## config.mk

```make
export PLATFORM = sky130hd
export DESIGN_NAME = uart_tx_fifo
export DESIGN_NICKNAME = d
export VERILOG_FILES = /design/src/rtl/uart_tx_fifo.sv
export SDC_FILE = /design/constraint.sdc
export NUM_CORES = 1
export LEC_CHECK = 0
export CAP_MARGIN = 15
export CORE_ASPECT_RATIO = 2
export CORE_MARGIN = 1
export CORE_UTILIZATION = 52
export DETAILED_ROUTE_END_ITERATION = 10
export PLACE_DENSITY = 0.69
export SYNTH_ARGS = -nofsm -noshare
export SYNTH_HDL_FRONTEND = slang
export SYNTH_SLANG_ARGS = --single-unit
```

## constraint.sdc

```tcl
create_clock -name clk -period 2.4 [get_ports clk]
set_input_delay 0.36 -clock clk [delete_from_list [all_inputs] [get_ports clk]]
set_output_delay 0.36 -clock clk [all_outputs]
set_load 0.02 [all_outputs]
```

## src/rtl/uart_tx_fifo.sv

```systemverilog
// Transmit buffer ahead of the UART: a register-array FIFO plus a launch FSM.
// The FSM hands one byte at a time to the UART over the din/din_vld/rfd handshake.
module uart_tx_fifo #(
  parameter int DI_WIDTH = 8,
  parameter int DEPTH    = 16,
  parameter int AW       = $clog2(DEPTH)
) (
  input  logic                clk,
  input  logic                rst,
  input  logic [DI_WIDTH-1:0] wr_data,
  input  logic                wr_en,
  output logic                full,
  output logic                empty,
  output logic [AW:0]         level,
  output logic                overflow,
  input  logic                ovf_clr,
  output logic [DI_WIDTH-1:0] uart_din,
  output logic                uart_din_vld,
  input  logic                uart_rfd,
  output logic                busy
);

  typedef enum logic [1:0] {IDLE, WAIT_ACK, WAIT_DONE} state_t;

  localparam logic [AW:0]   LVL_ONE  = (AW+1)'(1);
  localparam logic [AW:0]   LVL_FULL = (AW+1)'(DEPTH);
  localparam logic [AW-1:0] PTR_ONE  = AW'(1);

  state_t              state_q;
  logic [DI_WIDTH-1:0] mem_q [DEPTH];
  logic [AW-1:0]       wptr_q, rptr_q;
  logic [AW:0]         level_q, level_d;
  logic                full_q, empty_q, ovf_q;
  logic [DI_WIDTH-1:0] din_q;
  logic                vld_q;
  logic                push, pop;

  // A write while full is dropped even if a pop frees a slot on the same edge.
  assign push = wr_en && !full_q;
  assign pop  = (state_q == IDLE) && !empty_q && uart_rfd;

  always_comb begin
    level_d = level_q;
    if (push && !pop)      level_d = level_q + LVL_ONE;
    else if (pop && !push) level_d = level_q - LVL_ONE;
  end

  always_ff @(posedge clk) begin
    if (push) mem_q[wptr_q] <= wr_data;
  end

  always_ff @(posedge clk or posedge rst) begin
    if (rst) begin
      wptr_q  <= '0;
      level_q <= '0;
      full_q  <= 1'b0;
      empty_q <= 1'b1;
      ovf_q   <= 1'b0;
    end else begin
      if (push) wptr_q <= wptr_q + PTR_ONE;
      level_q <= level_d;
      full_q  <= (level_d == LVL_FULL);
      empty_q <= (level_d == '0);
      if (wr_en && full_q) ovf_q <= 1'b1;
      else if (ovf_clr)    ovf_q <= 1'b0;
    end
  end

  always_ff @(posedge clk or posedge rst) begin
    if (rst) begin
      state_q <= IDLE;
      rptr_q  <= '0;
      din_q   <= '0;
      vld_q   <= 1'b0;
    end else begin
      case (state_q)
        IDLE: begin
          vld_q <= 1'b0;
          if (pop) begin
            din_q   <= mem_q[rptr_q];
            rptr_q  <= rptr_q + PTR_ONE;
            vld_q   <= 1'b1;
            state_q <= WAIT_ACK;
          end
        end
        WAIT_ACK: begin
          vld_q <= 1'b0;
          if (!uart_rfd) state_q <= WAIT_DONE;
        end
        WAIT_DONE: begin
          vld_q <= 1'b0;
          if (uart_rfd) state_q <= IDLE;
        end
        default: begin
          vld_q   <= 1'b0;
          state_q <= IDLE;
        end
      endcase
    end
  end

  assign full         = full_q;
  assign empty        = empty_q;
  assign level        = level_q;
  assign overflow     = ovf_q;
  assign uart_din     = din_q;
  assign uart_din_vld = vld_q;
  assign busy         = !empty_q || (state_q != IDLE);

endmodule

```

==> results.cfg, run 1 <==
[worst_setup_path]
cp-start-kind = flip-flop
worstPathArrival_ps = 2470
cp-end-kind = flip-flop
startpoint = rptr_q[1]
criticalPathCategory = reg2reg
cp.required_ps = 2700
reg2reg_to = uart_din[1]
reg2reg_depth = 5
endpoint = uart_din[1]
reg2reg_from = rptr_q[1]
cp_max_fo = 20
regToRegSetupSlack_ps = 230

[route]
ant_nets = 0
drc_errors = 0
vias = 3138
wl_per_cell_um = 22.9
drt_iter0_markers = 150
wl_um = 12600
vias_per_cell = 5.73
drtPass1Iterations = 4

[pwr]
pwr-share-clk = 0.300
ir_drop_uv = 683
p_sw_w = 0.00280
pwr-share-comb = 0.296
p_sw_frac = 0.305
internal-power_w = 0.00639
leakage_nw = 2.62
pwr_density_cell_mw_per_mm2 = 1220
p_seq_frac = 0.404

[placement]
dpl.hpwl_um = 8610
portBuffers = 30
pre_cts_slack_ps = -5.73
gp_congestion = 0.843

[synth]
synth_edf_count = 128
async_flop_share = 0.174
synth_top_area_cell = edfxtp_1
syn-mean-instance-area_um2 = 19.0
synthAdderAreaFrac = 0.0140
synth_cells = 328
netlist_top_cells_area = edfxtp_1 62%, mux4_2 11%, dfrtp_1 10%, and2_1 1.7%, mux2i_1 1.4%
yosys.area_share.simple = 0.0590
ys_types = 45
syn_area_mm2 = 0.00624
synth_top_family_by_area = multiplexers
syn_nets = 348
synth_top_flop_cell = edfxtp_1
post_synth_mux_area_share = 0.139
synth_xor_area_frac = 0.0166
ys_seq_area_frac = 0.725
synth_seq_cells = 155
yosysWarningCount = 0
synth_compound_area_frac = 0.0277
netlist.area_leader.share = 0.616

[clocking]
post_cts_resized = 0
cts_num_sinks = 155
clk_pin_slew_worst_paths_ps = 60
numCtsBuffers = 17
cts.htree.levels = 4
post_cts_buffers = 0
cts_tree = yes
clk_latency_ps = 420
cts_buffer_depth = 2
cts_hold_buf = 0
cts_root_buf = clkbuf_16

[timing]
max_slew.worst_pin.slew_ps = 658
grt_setup_unrepaired = false
hold_violations = 0
clock.fmax_mhz = 460
setup_slack_ps = 226
fin_worst_skew_ps = 6.76
post-route-period-util = 0.906
post-route-min-period_ps = 2170
setup_viol = 0
max_slew_margin = 0.561
drv_slew = 0

[global_routing]
antenna_found_initial = 0
grt_overflow_total = 0
grt_usage = 0.229
grt_pass1_wl_um = 19800
grt_max_degree = 28
grt_pass1_vias = 3379

[floorplan]
rows = 56
io-pin-count = 31
chipHeight_um = 157
dieArea_mm2 = 0.0125
core-area_mm2 = 0.0117
die_w_um = 79.5
initial_core_util = 0.533

[layout]
num-fill-cells = 786
multi_input_area_mm2 = 0.00160
final_layout_size_suffix_gt1_frac = 0.270
synthToLayoutAreaGrowth_pct = 20.9
regArea_mm2 = 0.00452
nets = 410
insertedDiodeCount = 0
post-route-util = 0.645

[job]
drv_cap = 0

[run_status]
outcome = finished clean

[hold_path]
min_path_type = in2async
layout make-up:
type,instances,share of cell area
inverter,9,0.00614
clock inverter,15,0.0244
sequential,155,0.599
clock buffer,17,0.0564
multi-input combinational,149,0.212
timing repair buffer,58,0.0776
tap,145,0.0241
kinds of logic after synthesis:
logic type | Yosys count
AOI/OAI and AO/OA | 21
xor gates and xnor gates | 11
adders and majority gates | 7
buffers and inverters | 24
DFF | 155
muxes | 47
and+or+nand+nor | 63
cells in the mapped netlist (4+ instances only):
master      n
mux2_2      7
xnor2_1     9
nor3_1      8
nand3_1     4
ha_1        7
a221o_1     7
inv_1       7
and2_1     17
edfxtp_1  128
nor2_1      6
dfrtp_1    26
mux4_2     31
mux2i_1     9
nand2_1    10
clkbuf_1    5
buf_2       7
stage by stage:
step	setup TNS, ps	total power [W]	instances	cell area [um^2]	hold WS [ps]
2_1_floorplan	0	0.00547	328	6240	412
3_3_place_gp	0	0.00644	516	6930	481
3_5_place_dp	-5.73	0.00652	516	6930	506
4_1_cts	0	0.00929	548	7540	318
5_1_grt	0	0.00965	548	7540	347
6_report	0	0.00919	548	7540	313
critical path, stage by stage, from the launching register on:
cell	delay, ps
dfrtp_2	790
buf_4	280
mux4_2	320
mux2i_1	310
nor3_1	80
a221o_1	270
worst min-delay path by stage:
stage,startpoint,end,slack [ps],cells after the start
floorplan,rst,full,410,1
global placement,state_q[1],state_q[0],480,1
finish,rst,rptr_q[3],310,3
CTS,rst,rptr_q[3],320,3
global route,rst,uart_din[7],350,3
detailed placement,uart_din[0],uart_din[0],510,1
power groups by stage:
stage               logic, W  registers, W  clock network [W]
floorplan            0.00174       0.00373                  0
global placement     0.00269       0.00375                  0
detailed placement   0.00274       0.00378                  0
CTS                  0.00276       0.00373            0.00280
global route         0.00295       0.00377            0.00293
finish               0.00272       0.00372            0.00275
layout by cell type, fill, tap and decap left out, types with 2 or more instances in the layout:
cell and count:
mux2i_1 9, o21ai_0 3, nand2_1 10, a21oi_1 3, nor2b_1 3, o21ai_1 2
nand3_1 4, mux2_2 7, inv_6 6, buf_4 22, inv_1 7, bufinv_16 3
nor3b_1 2, xnor2_1 9, buf_12 6, nor2_1 6, nor3_1 8, edfxtp_1 128
a221o_1 7, nand2b_1 2, clkinv_2 2, dfrtp_1 25, ha_1 7, mux4_2 31
clkbuf_16 17, nor4_2 2, clkdlybuf4s50_1 30, and2_1 17
registers in the layout (all words and copies together) (netlist names):
register      flops
uart_din_vld      1
overflow          1
wptr_q            4
uart_din          8
mem_q           128
rptr_q            4
state_q           2
full              1
empty             1
level             5
layer usage:
metal	global-route usage	routed length, um	vias to the layer above
li1	-	-	1421
met4	0.0961	222	0
met5	0	0	-
met1	0.254	4620	1624
met2	0.420	7430	77
met3	0.0400	287	16
Note: power is estimated with default switching activity, not from simulation.
==> inputs of run 2 (changes only) <==
--- a/config.mk
+++ b/config.mk
@@ -10,7 +10,8 @@
 export CORE_MARGIN = 1
 export CORE_UTILIZATION = 52
 export DETAILED_ROUTE_END_ITERATION = 10
-export PLACE_DENSITY = 0.69
+export DONT_BUFFER_PORTS = 1
+export PLACE_DENSITY = 0.66
 export SYNTH_ARGS = -nofsm -noshare
 export SYNTH_HDL_FRONTEND = slang
 export SYNTH_SLANG_ARGS = --single-unit
==> run 2 against run 1 <==
  * Sequential power rose by 3%
  * Register-to-register slack got worse by 50 ps
  * Hold slack got worse by 280 ps
  * First-iteration DRC count rose by 29%
  * Wire length fell by 6.5%
  * Clock power fell by 11%
  * Sequential share of layout area rose by 4.5 points
  * Global-route usage fell by 2.1 points
  * Critical path depth rose by 2
==> results.cfg, run 2 (synthesized netlist as in run 1, its figures left out) <==
[worst_setup_path]
worstPathArrival_ps = 2530
cp.required_ps = 2710
cp-end-kind = flip-flop
cp_max_fo = 10
cp-start-kind = flip-flop
criticalPathCategory = reg2reg

[timing]
tns_ps = 0
post-route-min-period_ps = 2220
fin_worst_skew_ps = 8.13
clock.fmax_mhz = 450
post-route-period-util = 0.926
drv_slew = 0
max_slew.worst_pin.slew_ps = 577
max_slew_margin = 0.615
setup_viol = 0
grt_setup_unrepaired = false
hold_violations = 0

[pwr]
ir_drop_uv = 949
pwr-share-comb = 0.260
p_seq_frac = 0.452
p_sw_frac = 0.307
pwr_density_cell_mw_per_mm2 = 1210
leakage_nw = 2.37
p_total_w = 0.00846
p_sw_w = 0.00260
pwr-share-clk = 0.288
internal-power_w = 0.00586

[route]
routed.top_layer = met4
drtPass1Iterations = 4
wl_per_cell_um = 23.4
vias_per_cell = 5.96
ant_nets = 0
vias = 2991
route.met2.wl_um = 6870
drc_errors = 0
wl_um = 11700
met1_length_um = 4260
wl_met3_um = 359
drt_iter0_markers = 194

[global_routing]
grt_pass1_vias = 3174
grt_usage = 0.207
grt_overflow_total = 0
grt_max_degree = 30
grt_pass1_wl_um = 17800
antenna_found_initial = 0

[layout]
largest_register_ffs = 128
largest_register = mem_q
synthToLayoutAreaGrowth_pct = 12.5
nets = 364
final_layout_size_suffix_gt1_frac = 0.244
insertedDiodeCount = 0
mostFrequentLayoutCells = 128 x edfxtp_1, 31 x mux4_2, 25 x dfrtp_1
layout_commonest_cell = edfxtp_1

[placement]
gp_congestion = 0.702
portBuffers = 0
dpl.hpwl_um = 7940

[run_status]
outcome = finished clean

[floorplan]
initial_core_util = 0.533
io-pin-count = 31
rows = 56
core-area_mm2 = 0.0117
dieArea_mm2 = 0.0125
chipHeight_um = 157
die_w_um = 79.5

[hold_path]
min_path_type = in2reg

[clocking]
cts_num_sinks = 155
cts.htree.levels = 4
clk_pin_slew_worst_paths_ps = 60
cts_tree = yes
cts_buffer_depth = 2
cts_root_buf = clkbuf_16
clk_latency_ps = 420
post_cts_resized = 0
numCtsBuffers = 17

[job]
drv_cap = 0
## run 2: cell types whose count changed in the layout (fill, tap and decap cells not counted), sizes merged, moves of 2 or more
| cell | before | now |
|---|---|---|
| buf | 28 | 10 |
| bufinv | 3 | 1 |
| clkbuf | 17 | 21 |
| clkdlybuf4s50 | 30 | 0 |
| clkinv | 5 | 9 |
| dlygate4sd3 | 0 | 2 |
| inv | 15 | 8 |
## run 2: power groups by stage
stage | combinational, W | sequential (W) | clock (W)
3_3_place_gp | 0.00222 | 0.00386 | 0
6_report | 0.00220 | 0.00382 | 0.00244
5_1_grt | 0.00239 | 0.00387 | 0.00258
2_1_floorplan | 0.00174 | 0.00373 | 0
3_5_place_dp | 0.00223 | 0.00388 | 0
4_1_cts | 0.00225 | 0.00383 | 0.00247
## run 2: stage by stage
stage | cell area (um^2) | cells | utilization | hold slack, ps | worst slack [ps]
after detailed placement | 6460 | 468 | 0.552 | 117 | 191
final | 7020 | 502 | 0.600 | 36.6 | 177
after floorplan | 6240 | 328 | - | 412 | 332
after global placement | 6460 | 468 | 0.552 | 115 | 224
after CTS | 7020 | 502 | 0.600 | 25.5 | 175
after global routing | 7020 | 502 | 0.600 | 14.9 | 51.8
## run 2: final timing paths
check	from	to	slack (ps)	cells past startpoint
min	wr_data[7]	mem_q[1][7]	40	0
min reg2reg	state_q[1]	state_q[0]	510	1
max reg2reg	state_q[0]	empty	180	7
max in group asynchronous	rst	empty	1570	3
max	state_q[0]	empty	180	7
min in group asynchronous	rst	uart_din[6]	260	2
## run 2: timing repair
item | in CTS | in global routing
setup buffers | 0 | 0
hold endpoints to repair | 27 | 0
hold buffers | 2 | 0
## run 2: critical path, stage by stage, from the launching register on
cell      delay, ps
dfrtp_1         400
or4b_1          740
clkinv_8        140
nor3_2           70
a31oi_4         170
xor2_2          200
inv_2            70
nor4_2          320
## run 2: area by class of cell
type	instances	area (um^2)
fillers	825	4680
flip-flops and latches	155	4520
multi-input cells	149	1600
clock buffers	21	440
well taps	145	181
repair buffers	12	133
clock inverters	11	98.8
inverters	9	46.3
## run 2: layer usage
metal | vias to the layer above | GRT usage
met4 | 0 | 0.0831
met1 | 1561 | 0.216
met2 | 86 | 0.388
met5 | - | 0
met3 | 18 | 0.0499
li1 | 1326 | -
